$ cat config.mk
export PLATFORM = sky130hd
export DESIGN_NAME = cv32e40p_ft_breakage_monitor
export DESIGN_NICKNAME = d
export VERILOG_FILES = /design/src/rtl/cv32e40p_ft_breakage_monitor.sv
export SDC_FILE = /design/constraint.sdc
export NUM_CORES = 1
export LEC_CHECK = 0
export ABC_AREA = 1
export CAP_MARGIN = 20
export CORE_MARGIN = 2
export CORE_UTILIZATION = 57
export CTS_BUF_LIST = sky130_fd_sc_hd__clkbuf_16
export DETAILED_ROUTE_END_ITERATION = 7
export GPL_TIMING_DRIVEN = 0
export PLACE_DENSITY_LB_ADDON = 0.12
export SLEW_MARGIN = 20
export SYNTH_ARGS = -nofsm -noshare
export SYNTH_HDL_FRONTEND = slang
export SYNTH_SLANG_ARGS = --single-unit
$ cat constraint.sdc
create_clock -name clk -period 1.9 [get_ports clk]
set_clock_uncertainty 0.05 [all_clocks]
set_input_delay 0.475 -clock clk [delete_from_list [all_inputs] [get_ports clk]]
set_output_delay 0.475 -clock clk [all_outputs]
set_load 0.05 [all_outputs]
$ cat src/rtl/cv32e40p_ft_breakage_monitor.sv
// Breakage monitor for the triplicated IF-stage submodules: leaky error counters per replica,
// sticky broken flags, vote-failure flags and (with CV32E40P_FT_BREAKAGE_REPORT_EN) a serialised event report.
//
// state | meaning
// IDLE  | no event presented; picks the lowest pending replica when one exists
// SEND  | event held on report_mod_o/report_rep_o until report_ready_i
module cv32e40p_ft_breakage_monitor #(
    parameter int unsigned N_MOD              = 6,
    parameter int unsigned INCREMENT          = 1,
    parameter int unsigned DECREMENT          = 1,
    parameter int unsigned BREAKING_THRESHOLD = 3,
    parameter int unsigned COUNT_BIT          = 8,
    parameter int unsigned INC_DEC_BIT        = 2
) (
    input  logic                       clk,
    input  logic                       rst_n,
    input  logic [N_MOD-1:0]           chk_i,
    input  logic [3*N_MOD-1:0]         err_i,
    input  logic [N_MOD-1:0]           clear_i,
    output logic [3*N_MOD-1:0]         broken_o,
    output logic [N_MOD-1:0]           mod_fail_o,
    output logic                       any_fail_o,
    output logic                       report_valid_o,
    input  logic                       report_ready_i,
    output logic [$clog2(N_MOD)-1:0]   report_mod_o,
    output logic [1:0]                 report_rep_o
);

    localparam int unsigned N_REP = 3 * N_MOD;
    localparam int unsigned MOD_W = $clog2(N_MOD);

    localparam logic [INC_DEC_BIT-1:0] INC_W   = INC_DEC_BIT'(INCREMENT);
    localparam logic [INC_DEC_BIT-1:0] DEC_W   = INC_DEC_BIT'(DECREMENT);
    localparam logic [COUNT_BIT:0]     INC_X   = (COUNT_BIT+1)'(INC_W);
    localparam logic [COUNT_BIT:0]     DEC_X   = (COUNT_BIT+1)'(DEC_W);
    localparam logic [COUNT_BIT:0]     CNT_MAX = {1'b0, {COUNT_BIT{1'b1}}};

    logic [N_REP-1:0][COUNT_BIT-1:0] cnt_vec;
    logic [N_REP-1:0]                broken_q;
    logic [N_REP-1:0]                brk_rise;

    for (genvar g = 0; g < N_REP; g++) begin : g_rep
        localparam int unsigned M = g / 3;

        logic [COUNT_BIT-1:0] cnt_q;
        logic                 brk_q;
        logic [COUNT_BIT:0]   sum;
        logic [COUNT_BIT:0]   diff;
        logic [COUNT_BIT-1:0] upd;
        logic                 hit;
        logic                 step;

        // Arithmetic is one bit wider so overflow/borrow can be clamped instead of wrapping.
        always_comb begin
            sum  = {1'b0, cnt_q} + INC_X;
            diff = {1'b0, cnt_q} - DEC_X;
            if (err_i[g]) begin
                upd = (sum > CNT_MAX) ? CNT_MAX[COUNT_BIT-1:0] : sum[COUNT_BIT-1:0];
            end else begin
                upd = diff[COUNT_BIT] ? '0 : diff[COUNT_BIT-1:0];
            end
            hit  = 32'(upd) >= BREAKING_THRESHOLD;
            step = !clear_i[M] && !brk_q && chk_i[M];
        end

        always_ff @(posedge clk) begin
            if (!rst_n) begin
                cnt_q <= '0;
                brk_q <= 1'b0;
            end else if (clear_i[M]) begin
                cnt_q <= '0;
                brk_q <= 1'b0;
            end else if (step) begin
                cnt_q <= upd;
                if (hit) begin
                    brk_q <= 1'b1;
                end
            end
        end

        assign cnt_vec[g]  = cnt_q;
        assign broken_q[g] = brk_q;
        assign brk_rise[g] = step && hit;
    end

    for (genvar m = 0; m < N_MOD; m++) begin : g_mod
        logic a, b, c;
        assign a = broken_q[3*m];
        assign b = broken_q[3*m+1];
        assign c = broken_q[3*m+2];
        assign mod_fail_o[m] = (a & b) | (a & c) | (b & c);
    end

    assign broken_o   = broken_q;
    assign any_fail_o = |mod_fail_o;

`ifdef CV32E40P_FT_BREAKAGE_REPORT_EN

    typedef enum logic {
        IDLE = 1'b0,
        SEND = 1'b1
    } rpt_state_e;

    rpt_state_e       state_q, state_d;
    logic [N_REP-1:0] pend_q, pend_d;
    logic [N_REP-1:0] clr_rep;
    logic [MOD_W-1:0] rmod_q, rmod_d;
    logic [1:0]       rrep_q, rrep_d;

    logic             sel_found;
    logic [MOD_W-1:0] sel_mod;
    logic [1:0]       sel_rep;
    logic [N_REP-1:0] sel_onehot;

    for (genvar g = 0; g < N_REP; g++) begin : g_clr
        assign clr_rep[g] = clear_i[g/3];
    end

    // Scanning downwards leaves the lowest flat index as the winner.
    always_comb begin
        sel_found  = 1'b0;
        sel_mod    = '0;
        sel_rep    = '0;
        sel_onehot = '0;
        for (int i = N_REP - 1; i >= 0; i--) begin
            if (pend_q[i]) begin
                sel_found     = 1'b1;
                sel_mod       = MOD_W'(i / 3);
                sel_rep       = 2'(i % 3);
                sel_onehot    = '0;
                sel_onehot[i] = 1'b1;
            end
        end
    end

    always_comb begin
        state_d = state_q;
        pend_d  = pend_q;
        rmod_d  = rmod_q;
        rrep_d  = rrep_q;
        case (state_q)
            IDLE: begin
                if (sel_found) begin
                    state_d = SEND;
                    rmod_d  = sel_mod;
                    rrep_d  = sel_rep;
                    pend_d  = pend_d & ~sel_onehot;
                end
            end
            SEND: begin
                if (report_ready_i) begin
                    state_d = IDLE;
                end
            end
            default: state_d = IDLE;
        endcase
        pend_d = (pend_d & ~clr_rep) | brk_rise;
    end

    always_ff @(posedge clk) begin
        if (!rst_n) begin
            state_q <= IDLE;
            pend_q  <= '0;
            rmod_q  <= '0;
            rrep_q  <= '0;
        end else begin
            state_q <= state_d;
            pend_q  <= pend_d;
            rmod_q  <= rmod_d;
            rrep_q  <= rrep_d;
        end
    end

    assign report_valid_o = (state_q == SEND);
    assign report_mod_o   = rmod_q;
    assign report_rep_o   = rrep_q;

`else

    logic unused_report;
    assign unused_report = report_ready_i | (|brk_rise);

    assign report_valid_o = 1'b0;
    assign report_mod_o   = '0;
    assign report_rep_o   = '0;

`endif

endmodule
# Yosys cells after proc, flatten, opt, wreduce, memory -nomap -nowiden
# Index checks and enable logic that the tools add are counted.
dict set report totals {
  reg_bits 162
  inputBits 33
  output_inout_bits 31
  elab_cells 278
}
dict set report classes {
  addsub 36
  order_cmp 36
  muxes 54
  bitwise_logic 31
  reduce_logical 85
}
# op count
set ops {}
lappend ops {{$mux W8} 54}
lappend ops {{$add A8 B1 Y9 const B} 18}
lappend ops {{$gt A9 B8 Y1 const B} 18}
lappend ops {{$sub A8 B1 Y9 const B} 18}
lappend ops {{$ge A8 B2 Y1 const B} 18}
lappend ops {{$logic_and A1 B1 Y1} 36}
lappend ops {{$reduce_and A2 Y1} 18}
lappend ops {{$logic_not A1 Y1} 24}
lappend ops {{$and A1 B1 Y1} 18}
lappend ops {{$or A1 B1 Y1} 12}
lappend ops {{$reduce_or A2 Y1} 6}
lappend ops {{$reduce_or A6 Y1} 1}
lappend ops {{$not A1 Y1} 1}

# Longest topological paths before layout
# Gate-level depths: netlist (run 1).
dict set report depth {
  word_depth 6
  ltp_mapped 16
  depth_no_buf 16
}

# Worst setup path after synthesis (run 1)
# No wires, ideal clock.
dict set report synth_timing {
  path_kind {reg2out}
  start {register g_rep[8].brk_q (netlist: g_mod[2].c)}
  end {output port any_fail_o}
  arrival_ps 2117
  required_time_ps 1375
  path_slack_ps -742
  stages_incl_launch_ff 5
  n_path_buf 0
  path_cell_list {dfxtp_1 > inv_1 > o21ai_0 > nor4_1 > nand2_1}
}
dict set report synth_via {
  elab_chain_cells 4
  word_cells_on_any_way 5
  cone_classes {4 x bitwise; 1 x reduce/logical}
}
# item line_no
set synth_rtl {}
lappend synth_rtl {{start, declared} 46} ;# logic brk_q;
lappend synth_rtl {{start signal, assigned} 69} ;# brk_q <= 1'b0;
lappend synth_rtl {{start signal, assigned} 72} ;# brk_q <= 1'b0;
lappend synth_rtl {{start signal, assigned} 76} ;# brk_q <= 1'b1;
lappend synth_rtl {{$and A1 B1 Y1} 91} ;# assign mod_fail_o[m] = (a & b) | (a & c) | (b & c);
lappend synth_rtl {{$or A1 B1 Y1} 91}
lappend synth_rtl {{$or A1 B1 Y1 (*)} 91}
lappend synth_rtl {{net mod_fail_o[2]} 21} ;# output logic [N_MOD-1:0] mod_fail_o,
lappend synth_rtl {{$reduce_or A6 Y1 (*)} 95} ;# assign any_fail_o = |mod_fail_o;
lappend synth_rtl {{end, declared} 22} ;# output logic any_fail_o,
# Mark *: on every way through the listed nets, which the timed path passes. The rest lies on a longest branch.

# Final worst setup path (run 1)
dict set report layout_timing {
  start {register g_rep[7].brk_q (netlist: g_mod[2].b)}
  end {output port any_fail_o}
}
dict set report layout_via {
  elab_chain_cells 4
  word_cells_on_any_way 5
  cone_classes {4 x bitwise; 1 x reduce/logical}
}
# item line_no
set layout_rtl {}
lappend layout_rtl {{start, declared} 46}
lappend layout_rtl {{start signal, assigned} 69}
lappend layout_rtl {{start signal, assigned} 72}
lappend layout_rtl {{start signal, assigned} 76}
lappend layout_rtl {{$and A1 B1 Y1} 91}
lappend layout_rtl {{$or A1 B1 Y1} 91}
lappend layout_rtl {{$or A1 B1 Y1 (*)} 91}
lappend layout_rtl {{$reduce_or A6 Y1 (*)} 95}
# Every way passes the cells marked *; elsewhere a longest branch is shown, timed or not.

==> flow_summary.json, run 1 <==
{
  "hold_viol": 0,
  "crit_path_end_kind": "primary output",
  "grt_pass1_vias": 14799,
  "timing.fmax_mhz": 463.3,
  "diodes": 0,
  "final_net_count": 2801,
  "die_height_um": 165.4,
  "violations": "negative setup slack",
  "synth-seq-area-share": 0.2184,
  "netlist_instances": 2505,
  "yosysWarnings": 0,
  "worstSetupPathType": "reg2out",
  "initial_core_util": 0.5747,
  "drive_gt1_frac": 0.3277,
  "cts.clk_slew.worst_paths_ns": 0.06,
  "num_rows": 59,
  "period_share": 1.136,
  "yosysTopAreaCell": "dfxtp_1",
  "dp.cells": 2891,
  "post-route-util": 0.7820,
  "async_reset_ff_frac": 0,
  "final-seq-area_sq_um": 3463,
  "path_cells": "o21ai_4, o21ai_4, nor4_2, nand2_2, buf_6",
  "grt_overflow": 0,
  "critPathLaunchType": "flip-flop",
  "wire_per_inst_um": 14.77,
  "io_pins": 64,
  "cts_tree": "yes",
  "drv_cap": 0,
  "synth_top_area_share": 0.2184,
  "final_cells": 3060,
  "ir_drop_mv": 0.4850,
  "cp.arrival_ns": 1.63,
  "synthTopCellsByCount": "579 x nand2_1, 423 x inv_1, 291 x nor2_1, 224 x nand3_1, 182 x o21ai_0",
  "clockRootBuffer": "clkbuf_16",
  "design_power_total_mw": 11.05,
  "dieArea_sq_um": 27360,
  "dp_hpwl_mm": 27.31,
  "cp_slowest_cell": "dfxtp_4",
  "yosysMostFrequentCell": "nand2_1",
  "cts_hold_buf": 0,
  "final-setup-viol-count": 24,
  "swShare": 0.3467,
  "pwr-share-seq": 0.334,
  "min_period_ns": 2.159,
  "crit_path_frequent_cell": "o21ai_4",
  "grt_pass1_wl_mm": 64.96,
  "fillers": 1844,
  "dpl_cell_area_sq_um": 15780,
  "final_cell_area_sq_um": 20210,
  "critPathMaxStageDelay_ns": 0.36,
  "grt_max_degree": 17,
  "drc": 0,
  "internal-power_mw": 7.217,
  "synth_area_leaders": "dfxtp_1 22%, nand2_1 15%, inv_1 11%",
  "syn_area_per_cell_sq_um": 5.927,
  "clkPwrFrac": 0.348,
  "syn_to_final_growth_pct": 36.08,
  "final_antenna_net_count": 0,
  "port_buffers": 46,
  "holdCritPathClass": "reg2reg",
  "yosysUniqueCellTypes": 45,
  "setup_ws_ns": -0.2586,
  "pwr-share-comb": 0.318,
  "h-tree-depth": 4,
  "p_per_area_nw_per_um2": 546.7,
  "multi_input_area_sq_um": 11700,
  "synth-edff-count": 0,
  "clockBufferDepth": 2,
  "rsz0062_at_grt": "yes",
  "antenna_found_initial": 0,
  "clk_latency_ns": 0.44,
  "pre_cts_ws_ns": -0.9364,
  "fp.coreArea_sq_um": 25840,
  "wl_mm": 45.19,
  "track_usage": 0.2801,
  "viasPerCell": 5.620,
  "numCtsBuffers": 17,
  "required_ns": 1.37,
  "drv_slew": 0,
  "clock-sinks": 162,
  "drt_iter0_drc": 1579,
  "ys_ff_latch": 162,
  "firstDrtPassIters": 6,
  "crit_path_max_fanout": 4,
  "switchingPower_mw": 3.830,
  "status": "finished with violations",
  "die_w_um": 165.4,
  "synth_area_sq_um": 14850,
  "synth_ff_type": "dfxtp_1",
  "vias": 17198,
  "p_leak_nw": 9.716,
  "gp_congestion": 0.9318
}
## metal layers
layer	vias up	global-route usage	part of all wire	wire, um
met5	-	0	0	0
met4	0	0.09169	0.036	1629
met3	163	0.03497	0.057	2570
met2	705	0.4951	0.50	22380
met1	7932	0.3530	0.41	18600
li1	8398	-	-	-
## stage by stage
stage	setup TNS (ns)	hold slack (ns)
final	-1.592	0.4640
after global routing	-6.304	0.4813
after CTS	-0.5776	0.4442
after detailed placement	-86.17	0.4211
after global placement	-81.50	0.4192
after floorplan	0	0.4035
## power by group through the flow
stage | clock, mW | sequential [mW] | combinational (mW)
floorplan | 0 | 3.70 | 1.99
global placement | 0 | 3.73 | 2.48
detailed placement | 0 | 3.74 | 2.51
CTS | 3.88 | 3.66 | 2.85
global route | 3.99 | 3.70 | 3.85
finish | 3.84 | 3.69 | 3.52
## layout by cell type (no fill, tap or decap), types with 27 or more instances in the layout
cell type	Yosys	layout
nor2_4	5	42
inv_2	16	56
xor2_1	125	115
nand2_1	579	487
o21ai_0	182	128
nand3_2	11	64
inv_1	423	352
buf_6	1	36
o21ai_1	11	32
ha_4	0	42
dfxtp_4	0	48
dfxtp_1	162	82
nor2_1	291	172
nand3_1	224	159
nand4_1	41	41
buf_4	38	151
dfxtp_2	0	32
a21oi_1	140	117
o21ai_2	2	27
nand2_2	3	84
nor2_2	15	97
o211ai_1	40	40
## state kept, by name (all words and copies together), names as in the netlist
signal and flops:
g_mod.a 6, g_mod.b 6, g_mod.c 6, g_rep.cnt_q 144
## final timing paths
check	start	endpoint	slack, ns	cells past startpoint
worst min register to register	g_mod[0].a$_SDFFE_PP0P_	g_mod[0].a$_SDFFE_PP0P_	0.46	2
worst min-delay path	g_mod[0].a$_SDFFE_PP0P_	g_mod[0].a$_SDFFE_PP0P_	0.46	2
worst max register to register	g_rep[17].cnt_q[1]$_SDFFE_PP0P_	g_mod[5].c$_SDFFE_PP0P_	-0.17	14
worst max-delay path	g_mod[2].b$_SDFFE_PP0P_	any_fail_o	-0.26	5
## logic make-up (layout without fill, tap and decap cells)
family          Yosys count  count (layout)  share of synthesized area
fa+ha+maj                54              54                    0.04550
compound gates          419             419                     0.1567
xor+xnor                139             139                    0.08199
buf+inv                 523             738                     0.1433
other cells               1               6                  0.0002526
simple gates           1207            1207                     0.3538
flops                   162             162                     0.2184
## repair_timing
action / in CTS / in global routing
pin swaps: 88 / 245
cloned: 0 / 0
hold endpoints to repair: 0 / 0
buffers inserted: 66 / 75
endpoints found under the setup margin: 150 / 140
gates resized for setup: 361 / 640
## worst max-delay path, delay by kind of cell (launching register included)
kind | cells | cell delay [ns]
AO/OA/AOI/OAI | 2 | 0.28
AND/OR/NAND/NOR | 2 | 0.39
buffers and inverters | 1 | 0.16
flip-flops | 1 | 0.36
## layout make-up
type | instances | share of cell area
multi-input combinational | 1825 | 0.5789
timing repair buffer | 186 | 0.08279
buffer | 75 | 0.02564
sequential | 162 | 0.1714
clock buffer | 17 | 0.02105
tap | 335 | 0.02074
inverter | 447 | 0.08917
clock inverter | 13 | 0.01034
Power figures use the tool's default switching activity.
==> inputs of run 2 (changes only) <==
--- a/config.mk
+++ b/config.mk
@@ -6,6 +6,7 @@
 export NUM_CORES = 1
 export LEC_CHECK = 0
 export ABC_AREA = 1
+export ABC_CLOCK_PERIOD_IN_PS = 1900
 export CAP_MARGIN = 20
 export CORE_MARGIN = 2
 export CORE_UTILIZATION = 57
@@ -13,6 +14,8 @@
 export DETAILED_ROUTE_END_ITERATION = 7
 export GPL_TIMING_DRIVEN = 0
 export PLACE_DENSITY_LB_ADDON = 0.12
+export SETUP_SLACK_MARGIN = 0.1
+export SKIP_CTS_REPAIR_TIMING = 1
 export SLEW_MARGIN = 20
 export SYNTH_ARGS = -nofsm -noshare
 export SYNTH_HDL_FRONTEND = slang
==> flow_summary.json, run 2 (synthesis results as in run 1) <==
{
  "cp_slowest_cell": "dfxtp_2",
  "dieArea_sq_um": 27360,
  "die_height_um": 165.4,
  "gp_congestion": 0.9454,
  "final_antenna_net_count": 0,
  "grt_pass1_vias": 13771,
  "drive_gt1_frac": 0.3527,
  "worstSetupPathType": "reg2out",
  "io_pins": 64,
  "dp_hpwl_mm": 27.09,
  "grt_overflow": 0,
  "fp.coreArea_sq_um": 25840,
  "grt_max_degree": 17,
  "final-setup-viol-count": 22,
  "critPathMaxStageDelay_ns": 0.34,
  "h-tree-depth": 4,
  "top_register": "g_rep.cnt_q",
  "cp.arrival_ns": 1.64,
  "required_ns": 1.37,
  "tightest_slew_ns": 0.5295,
  "clock-sinks": 162,
  "swShare": 0.3671,
  "final_cell_area_sq_um": 20260,
  "mostFrequentLayoutCells": "445 x nand2_1, 350 x inv_1, 177 x nor2_1, 155 x buf_4, 144 x nand3_1",
  "ir_drop_mv": 0.5615,
  "status": "finished with violations",
  "hold_viol": 0,
  "firstDrtPassIters": 6,
  "num_rows": 59,
  "numCtsBuffers": 17,
  "wl_mm": 45.51,
  "diodes": 0,
  "track_usage": 0.2615,
  "crit_path_end_kind": "primary output",
  "switchingPower_mw": 3.991,
  "drv_slew": 0,
  "cts.clk_slew.worst_paths_ns": 0.07,
  "clockRootBuffer": "clkbuf_16",
  "holdCritPathClass": "reg2reg",
  "grt_pass1_wl_mm": 60.49,
  "maxSlewHeadroom": 0.6470,
  "layout_commonest_cell": "nand2_1",
  "viasPerCell": 5.636,
  "syn_to_final_growth_pct": 36.47,
  "min_period_ns": 2.169,
  "vias": 17228,
  "wire_per_inst_um": 14.89,
  "pwr-share-seq": 0.340,
  "critPathLaunchType": "flip-flop",
  "drt_iter0_drc": 1725,
  "final_net_count": 2797,
  "dpl_cell_area_sq_um": 15790,
  "period_share": 1.141,
  "violations": "negative setup slack",
  "p_per_area_nw_per_um2": 536.5,
  "die_w_um": 165.4,
  "clockBufferDepth": 2,
  "crit_path_max_fanout": 4,
  "p_leak_nw": 9.782,
  "antenna_found_initial": 0,
  "clkPwrFrac": 0.332,
  "path_cells": "o21ai_2, o21ai_4, nor4_2, nand2_2, buf_6",
  "tns_ns": -1.620,
  "rsz0062_at_grt": "yes",
  "cts_tree": "yes",
  "clk_latency_ns": 0.44,
  "pwr-share-comb": 0.328,
  "internal-power_mw": 6.880,
  "drv_cap": 0,
  "initial_core_util": 0.5747,
  "largest_reg_flops": 144,
  "setup_ws_ns": -0.2686,
  "drc": 0,
  "port_buffers": 46,
  "timing.fmax_mhz": 461.1
}
-- run 2: final timing paths --
check,from,to,slack (ns),cells past startpoint
worst min-delay path,g_rep[3].cnt_q[6]$_SDFFE_PP0P_,g_rep[3].cnt_q[6]$_SDFFE_PP0P_,0.46,2
worst max register to register,g_rep[1].cnt_q[0]$_SDFFE_PP0P_,g_mod[0].b$_SDFFE_PP0P_,-0.13,14
worst max-delay path,g_mod[3].b$_SDFFE_PP0P_,any_fail_o,-0.27,5
worst min register to register,g_rep[3].cnt_q[6]$_SDFFE_PP0P_,g_rep[3].cnt_q[6]$_SDFFE_PP0P_,0.46,2
-- run 2: metal layers --
metal	GRT usage	part of all wire
met5	0	0
met1	0.3441	0.41
met2	0.4525	0.50
met3	0.03097	0.058
met4	0.07171	0.028
-- run 2: layout make-up --
| class | instances | area, sq um |
|---|---|---|
| buffer | 76 | 549.3 |
| clock buffer | 17 | 425.4 |
| clock inverter | 14 | 167.7 |
| fill | 1826 | 5574 |
| inverter | 447 | 1826 |
| multi-input combinational | 1825 | 11950 |
| sequential | 162 | 3451 |
| tap | 335 | 419.2 |
| timing repair buffer | 180 | 1470 |
| timing repair inverter | 1 | 7.507 |
-- run 2: power groups by stage --
stage          logic (mW)  registers [mW]  clock network [mW]
2_1_floorplan        2.00            3.70                   0
3_3_place_gp         2.48            3.74                   0
3_5_place_dp         2.51            3.74                   0
4_1_cts              2.53            3.66                3.64
5_1_grt              3.87            3.72                3.79
6_report             3.56            3.70                3.61
-- run 2: worst max-delay path, delay by kind of cell, from the launching register on --
family          cells  cell delay, ns
simple gates        2            0.38
flops               1            0.34
compound gates      2            0.31
buf+inv             1            0.16
-- run 2: per-stage QoR --
stage               utilization  power (mW)  instances  hold WS (ns)  setup slack, ns
global placement         0.6112       6.216       2891        0.4214          -0.9029
detailed placement       0.6112       6.249       2891        0.4274          -0.9991
finish                   0.7843       10.87       3057        0.4565          -0.2686
global route             0.7843       11.38       3057        0.4693          -0.3698
CTS                      0.6341       9.828       2922        0.4350          -0.9273
floorplan                     -       5.698       2510        0.4035          0.08940
==> inputs of run 3 (changes only) <==
--- a/config.mk
+++ b/config.mk
@@ -13,6 +13,7 @@
 export CTS_BUF_LIST = sky130_fd_sc_hd__clkbuf_16
 export DETAILED_ROUTE_END_ITERATION = 7
 export GPL_TIMING_DRIVEN = 0
+export HOLD_SLACK_MARGIN = 0.03
 export PLACE_DENSITY_LB_ADDON = 0.12
 export SETUP_SLACK_MARGIN = 0.1
 export SKIP_CTS_REPAIR_TIMING = 1
@@ -20,3 +21,4 @@
 export SYNTH_ARGS = -nofsm -noshare
 export SYNTH_HDL_FRONTEND = slang
 export SYNTH_SLANG_ARGS = --single-unit
+export TNS_END_PERCENT = 1
==> flow_summary.json, run 3 (synthesis results as in run 1) <==
{
  "status": "finished with violations",
  "violations": "negative setup slack",
  "tns_ns": -2.515,
  "p_leak_nw": 8.568,
  "wl_mm": 37.15,
  "timing.fmax_mhz": 463.6,
  "final_antenna_net_count": 0,
  "cp_slowest_cell": "dfxtp_4",
  "syn_to_final_growth_pct": 16.58,
  "crit_buf_inv": 1,
  "critPathMaxStageDelay_ns": 0.37,
  "critical_path.top_delay_family": "simple AND/OR/NAND/NOR gates",
  "grt_overflow": 0,
  "hold_viol": 0,
  "crit_path_max_fanout": 4,
  "worstSetupPathType": "reg2out",
  "num_rows": 59,
  "cts.clk_slew.worst_paths_ns": 0.08,
  "design_power_total_mw": 10.06,
  "die_height_um": 165.4,
  "dieArea_sq_um": 27360,
  "grt_max_degree": 17,
  "clk_latency_ns": 0.44,
  "final_net_count": 2685,
  "tightest_slew_ns": 0.5956,
  "pre_cts_ws_ns": -0.9358,
  "gp_congestion": 0.9477,
  "fp.coreArea_sq_um": 25840,
  "drc": 0,
  "crit_path_end_kind": "primary output",
  "clockRootBuffer": "clkbuf_16",
  "drv_cap": 0,
  "h-tree-depth": 4,
  "rsz0062_at_grt": "yes",
  "viasPerCell": 5.341,
  "vias": 15734,
  "required_ns": 1.37,
  "drv_slew": 0,
  "maxSlewHeadroom": 0.6029,
  "die_w_um": 165.4,
  "diodes": 0,
  "clock-sinks": 162,
  "wire_per_inst_um": 12.61,
  "grt_pass1_wl_mm": 60.75,
  "track_usage": 0.2626,
  "period_share": 1.135,
  "layout_commonest_cell": "nand2_1",
  "antenna_found_initial": 0,
  "port_buffers": 46,
  "drive_gt1_frac": 0.1700,
  "cts_tree": "yes",
  "dp_hpwl_mm": 27.49,
  "top_register": "g_rep.cnt_q",
  "drt_iter0_drc": 969,
  "min_period_ns": 2.157,
  "critPathLaunchType": "flip-flop",
  "io_pins": 64,
  "cp.arrival_ns": 1.63,
  "clockBufferDepth": 2,
  "holdWs_ns": 0.4477,
  "ir_drop_mv": 0.5571,
  "path_cells": "o21ai_4, o21ai_4, nor4_2, nand2_2, buf_6",
  "largest_reg_flops": 144,
  "holdCritPathClass": "reg2reg",
  "grt_pass1_vias": 13999,
  "crit_path_frequent_cell": "o21ai_4",
  "final-setup-viol-count": 42,
  "firstDrtPassIters": 5,
  "initial_core_util": 0.5747,
  "numCtsBuffers": 17,
  "p_per_area_nw_per_um2": 581.0,
  "mostFrequentLayoutCells": "551 x nand2_1, 391 x inv_1, 245 x nor2_1, 211 x nand3_1, 151 x o21ai_0",
  "setup_ws_ns": -0.2569
}
## run 3: area by class of cell
class | instances | area [sq um]
Multi-Input combinational cell | 1825 | 10170
Fill cell | 2374 | 8527
Sequential cell | 162 | 3354
Inverter | 447 | 1702
Timing Repair Buffer | 69 | 605.6
Buffer | 76 | 466.7
Clock buffer | 17 | 425.4
Tap cell | 335 | 419.2
Clock inverter | 15 | 171.4
## run 3: worst paths after layout
check | start | endpoint | slack, ns | depth (start not counted)
worst max register to register | g_rep[2].cnt_q[1]$_SDFFE_PP0P_ | g_mod[0].c$_SDFFE_PP0P_ | -0.17 | 16
worst min-delay path | g_mod[0].a$_SDFFE_PP0P_ | g_mod[0].a$_SDFFE_PP0P_ | 0.45 | 2
worst min register to register | g_mod[0].a$_SDFFE_PP0P_ | g_mod[0].a$_SDFFE_PP0P_ | 0.45 | 2
worst max-delay path | g_mod[1].b$_SDFFE_PP0P_ | any_fail_o | -0.26 | 5
## run 3: worst min-delay path, delay by kind of cell, from the launching register on
family                 cells  cell delay, ns
buffers and inverters      1            0.06
AO/OA/AOI/OAI              1            0.05
flip-flops                 1            0.34
## run 3: metrics by stage
stage          cell area (sq um)  std cells    util
6_report                   17310       2946  0.6700
5_1_grt                    17310       2946  0.6700
4_1_cts                    16380       2923  0.6341
3_5_place_dp               15790       2891  0.6110
3_3_place_gp               15790       2891  0.6110
2_1_floorplan              14910       2510       -
## run 3: report_power, final
part           internal, mW  switching (mW)  leakage (nW)
Combinational          1.04            1.76          6.93
Sequential             3.51           0.157          1.35
Clock                  1.98            1.61         0.291
## run 3: metal layers
metal | vias to the layer above | wire length, um | track usage | share of wire
li1 | 8165 | - | - | -
met1 | 7069 | 16550 | 0.3369 | 0.45
met2 | 432 | 17960 | 0.4625 | 0.48
met3 | 68 | 1735 | 0.02647 | 0.047
met4 | 0 | 904 | 0.08425 | 0.024
met5 | - | 0 | 0 | 0
